$ cat src/rtl/flex_updown_counter.sv
// flex_updown_counter
//   Programmable-terminal up/down counter. It supports a synchronous clear and a
//   synchronous load, and it either wraps or saturates at the ends of its range.
//   All outputs are registered, so there is no combinational path from any input
//   to any output.
//
// Ports
//   clk            rising-edge system clock
//   n_rst          asynchronous active-low reset
//   clear          synchronous clear of the count to 0 (highest priority)
//   load           synchronous load of load_val (takes priority over count_enable)
//   load_val       value written by load
//   count_enable   advance the count by one step this cycle
//   up_ndown       1 = count up, 0 = count down
//   sat_mode       1 = saturate at the range ends, 0 = wrap
//   rollover_val   terminal value R (unsigned)
//   count_out      current count
//   rollover_flag  high while count_out == rollover_val
//   wrap_pulse     high for the cycle after a wrapping step
module flex_updown_counter #(
    parameter int NUM_CNT_BITS = 4
) (
    input  logic                    clk,
    input  logic                    n_rst,
    input  logic                    clear,
    input  logic                    load,
    input  logic [NUM_CNT_BITS-1:0] load_val,
    input  logic                    count_enable,
    input  logic                    up_ndown,
    input  logic                    sat_mode,
    input  logic [NUM_CNT_BITS-1:0] rollover_val,
    output logic [NUM_CNT_BITS-1:0] count_out,
    output logic                    rollover_flag,
    output logic                    wrap_pulse
);

    localparam logic [NUM_CNT_BITS-1:0] ONE = NUM_CNT_BITS'(1);

    logic [NUM_CNT_BITS-1:0] next_count;
    logic [NUM_CNT_BITS-1:0] dec_count;
    logic                    next_wrap;

    always_comb begin
        next_count = count_out;
        next_wrap  = 1'b0;
        dec_count  = count_out - ONE;
        if (clear) begin
            next_count = '0;
        end else if (load) begin
            next_count = load_val;
        end else if (count_enable) begin
            if (rollover_val == '0) begin
                // A zero terminal value pins the count at 0 and never wraps.
                next_count = '0;
            end else if (up_ndown) begin
                if (count_out < rollover_val) begin
                    next_count = count_out + ONE;
                end else if (sat_mode) begin
                    next_count = rollover_val;
                end else begin
                    // The range is 1..R, so wrapping up lands on 1, not on 0.
                    next_count = ONE;
                    next_wrap  = 1'b1;
                end
            end else begin
                if (sat_mode) begin
                    // Stepping down is clipped into range. At 1 or below the count holds.
                    if (count_out > ONE) begin
                        next_count = (dec_count > rollover_val) ? rollover_val : dec_count;
                    end
                end else if ((count_out > ONE) && (count_out <= rollover_val)) begin
                    next_count = dec_count;
                end else begin
                    // A count at the bottom or above R wraps to R. It never borrows past 0.
                    next_count = rollover_val;
                    next_wrap  = 1'b1;
                end
            end
        end
    end

    always_ff @(posedge clk or negedge n_rst) begin
        if (!n_rst) begin
            count_out     <= '0;
            rollover_flag <= 1'b0;
            wrap_pulse    <= 1'b0;
        end else begin
            count_out     <= next_count;
            // Compare the next count against the current R. This also picks up
            // changes to R on cycles where the count holds.
            rollover_flag <= (next_count == rollover_val);
            wrap_pulse    <= next_wrap;
        end
    end

endmodule

$ cat config.mk
export PLATFORM = sky130hd
export DESIGN_NAME = flex_updown_counter
export DESIGN_NICKNAME = d
export VERILOG_FILES = /design/src/rtl/flex_updown_counter.sv
export SDC_FILE = /design/constraint.sdc
export NUM_CORES = 1
export LEC_CHECK = 0
export CAP_MARGIN = 0
export CELL_PAD_IN_SITES_DETAIL_PLACEMENT = 0
export CELL_PAD_IN_SITES_GLOBAL_PLACEMENT = 1
export CORE_ASPECT_RATIO = 1.2
export CORE_UTILIZATION = 41
export CTS_CLUSTER_SIZE = 8
export DETAILED_ROUTE_END_ITERATION = 12
export PLACE_DENSITY_LB_ADDON = 0.1
export SKIP_LAST_GASP = 1
export SLEW_MARGIN = 0
export SYNTH_ARGS = -nofsm -noshare
export SYNTH_HDL_FRONTEND = slang
export SYNTH_SLANG_ARGS = --single-unit
export TNS_END_PERCENT = 10
$ cat constraint.sdc
create_clock -name clk -period 7.2 [get_ports clk]
set_input_delay 1.8 -clock clk [delete_from_list [all_inputs] [get_ports clk]]
set_output_delay 1.8 -clock clk [all_outputs]
set_load 0.005 [all_outputs]
==> out/metrics.csv <==
metric,value,unit
grt_max_degree,15,
vias_per_cell,6.41,
critPathSlowestCell,clkdlybuf4s50_1,
rsz0062_at_grt,no,
gp_congestion,0.898,
dpl.hpwl,2750,um
path_cells,clkdlybuf4s50_1 -> inv_1 -> ha_1 -> nor2b_1 -> nor4_1 -> or2_2 -> nand2_1 -> a21o_1 -> a221oi_1 -> a2111oi_1 -> nor4b_2,
powerDensity,145,nW/um^2
ys_seq_area_frac,0.135,
slew_violations,0,
port_buffers,20,
synthFlopType,dfrtp_1,
drt_iter0_markers,49,
gr-total-overflow,0,
crit_required,7.33,ns
setup-violations-final,0,
synth.distinct_cells,51,
synth_edf_count,0,
cp_num_buf_inv,2,
ys_warn_count,0,
cts_sinks,6,
path_class,input port to flop,
power.leakage,0.536,nW
holdWs,0.945,ns
finalCritPeriodShare,0.675,
cts_buffers,3,
cts_root_buf,clkbuf_4,
synth_area_per_cell,7.64,um^2
route.antenna.remaining_nets,0,
drive_gt1_frac,0.0617,
drcViolationCount,0,
diodes,0,
dr.pass1.iters,5,
htree_levels,1,
antenna_found_initial,0,
fin_tns_setup,0,ns
start_util,0.437,
cts.repair.resized,0,
coreArea,2550,um^2
pre_cts_ws,2.16,ns
skew,0.00610,ns
cp_slowest_stage_delay,0.66,ns
syn_nets,172,
ir_worst_vdd,0.121,mV
wl,3410,um
nets,190,
layout_common_cells,"clkdlybuf4s50_1 (20), inv_1 (14), nor2_1 (12)",
syn_to_final_growth,20.6,%
grtUsageTotal,0.260,
cp_data_arrival_time,4.99,ns
critPathCaptureType,flop,
relSlewSlack,0.456,
dieWidth,49.6,um
crit_path_start_kind,input port,
period_minus_slack,4.86,ns
clkLatencyLatePin,0.25,ns
status,completed,
drv_cap,0,
num_rows,20,
clock_path_buffers,2,
min_path_type,flop to flop,
synth_seq_cells,6,
grt_pass1_wl,5760,um
tightestPinTransition,0.808,ns
hold_viol_final,0,
async_flop_share,1.00,
vias,1249,
die_height,59.2,um
clk_pin_slew,0.05,ns
wire_per_inst,17.5,um
grt_pass1_vias,1255,
hold_buffers,0,
cts_setup_buffers,0,
fmax,0.206,GHz
die_area,2940,um^2
final_common_cell,clkdlybuf4s50_1,
critPathMaxFanout,9,
synthesis.area,1120,um^2
cts_tree,done,
critPathTopFamily,simple AND/OR/NAND/NOR gates,
fin_ws,2.34,ns
ios,21,
syn_inst,146,
[registers in the layout (all words and copies together) (netlist names)]
| signal | flops |
|---|---|
| wrap_pulse | 1 |
| rollover_flag | 1 |
| count_out | 4 |
[path summary, 6_finish.rpt]
kind,startpoint,end,slack (ns),cells past startpoint
worst min register to register,count_out[3],count_out[3],0.94,3
worst max-delay path,rollover_val[1],rollover_flag,2.34,11
max in group asynchronous,n_rst,wrap_pulse,5.20,1
worst min-delay path,count_out[3],count_out[3],0.94,3
worst max register to register,count_out[0],rollover_flag,3.62,11
min in group asynchronous,n_rst,count_out[2],1.79,1
[final cells by class]
class / count / area, um^2
fill: 260 / 1210
multi-input combinational: 119 / 880
timing repair buffer: 20 / 200
sequential: 6 / 150
inverter: 14 / 52.6
tap: 33 / 41.3
clock buffer: 3 / 22.5
[metrics by stage]
step | utilization | instances | instance area (um^2) | power (mW)
finish | 0.527 | 195 | 1350 | 0.195
global route | 0.527 | 195 | 1350 | 0.210
CTS | 0.527 | 195 | 1350 | 0.195
detailed placement | 0.519 | 192 | 1320 | 0.162
global placement | 0.519 | 192 | 1320 | 0.160
floorplan | - | 146 | 1120 | 0.125
[where the power goes]
group          total [mW]  switching [mW]  internal [mW]
Sequential         0.0426         0.00632         0.0363
Clock              0.0313          0.0124         0.0189
Combinational       0.121          0.0704         0.0507
[cells in the mapped netlist (3+ instances only)]
cell      number  share of area
a31oi_1        4          0.022
clkbuf_1       6          0.020
inv_1         14          0.047
nand2_1        7          0.024
nand3_1        5          0.022
o21ai_1        3          0.013
nor3_1         7          0.031
o21ai_0        4          0.018
a21o_1         4          0.027
a41oi_1        3          0.024
ha_1          11           0.12
nand4_1        4          0.022
xnor2_1        3          0.024
dfrtp_1        6           0.13
a21oi_1        7          0.031
nor2_1        12          0.040
a221oi_1       3          0.024
[cells by family (layout without fill, tap and decap cells)]
group / count (synthesis) / count (layout) / share of synthesized area
AO/OA/AOI/OAI: 49 / 49 / 0.348
XOR/XNOR: 5 / 5 / 0.0392
adder cells (fa/ha/maj): 11 / 11 / 0.123
buffers and inverters: 21 / 37 / 0.0774
flip-flops: 6 / 6 / 0.135
multiplexers: 4 / 4 / 0.0381
AND/OR/NAND/NOR: 50 / 50 / 0.240
[metal layers]
metal  part of all wire  track usage
met2               0.49        0.463
met5                  0            0
met3              0.040       0.0256
met1               0.40        0.292
met4              0.061        0.180
[worst register-to-register path, delay by kind of cell (launching register included)]
family	cells	cell delay, ns
compound gates	4	1.28
buf+inv	2	0.21
flops	1	0.59
mux	1	0.16
simple gates	2	0.54
fa+ha+maj	2	0.70
(Power assumes the default switching activity.)
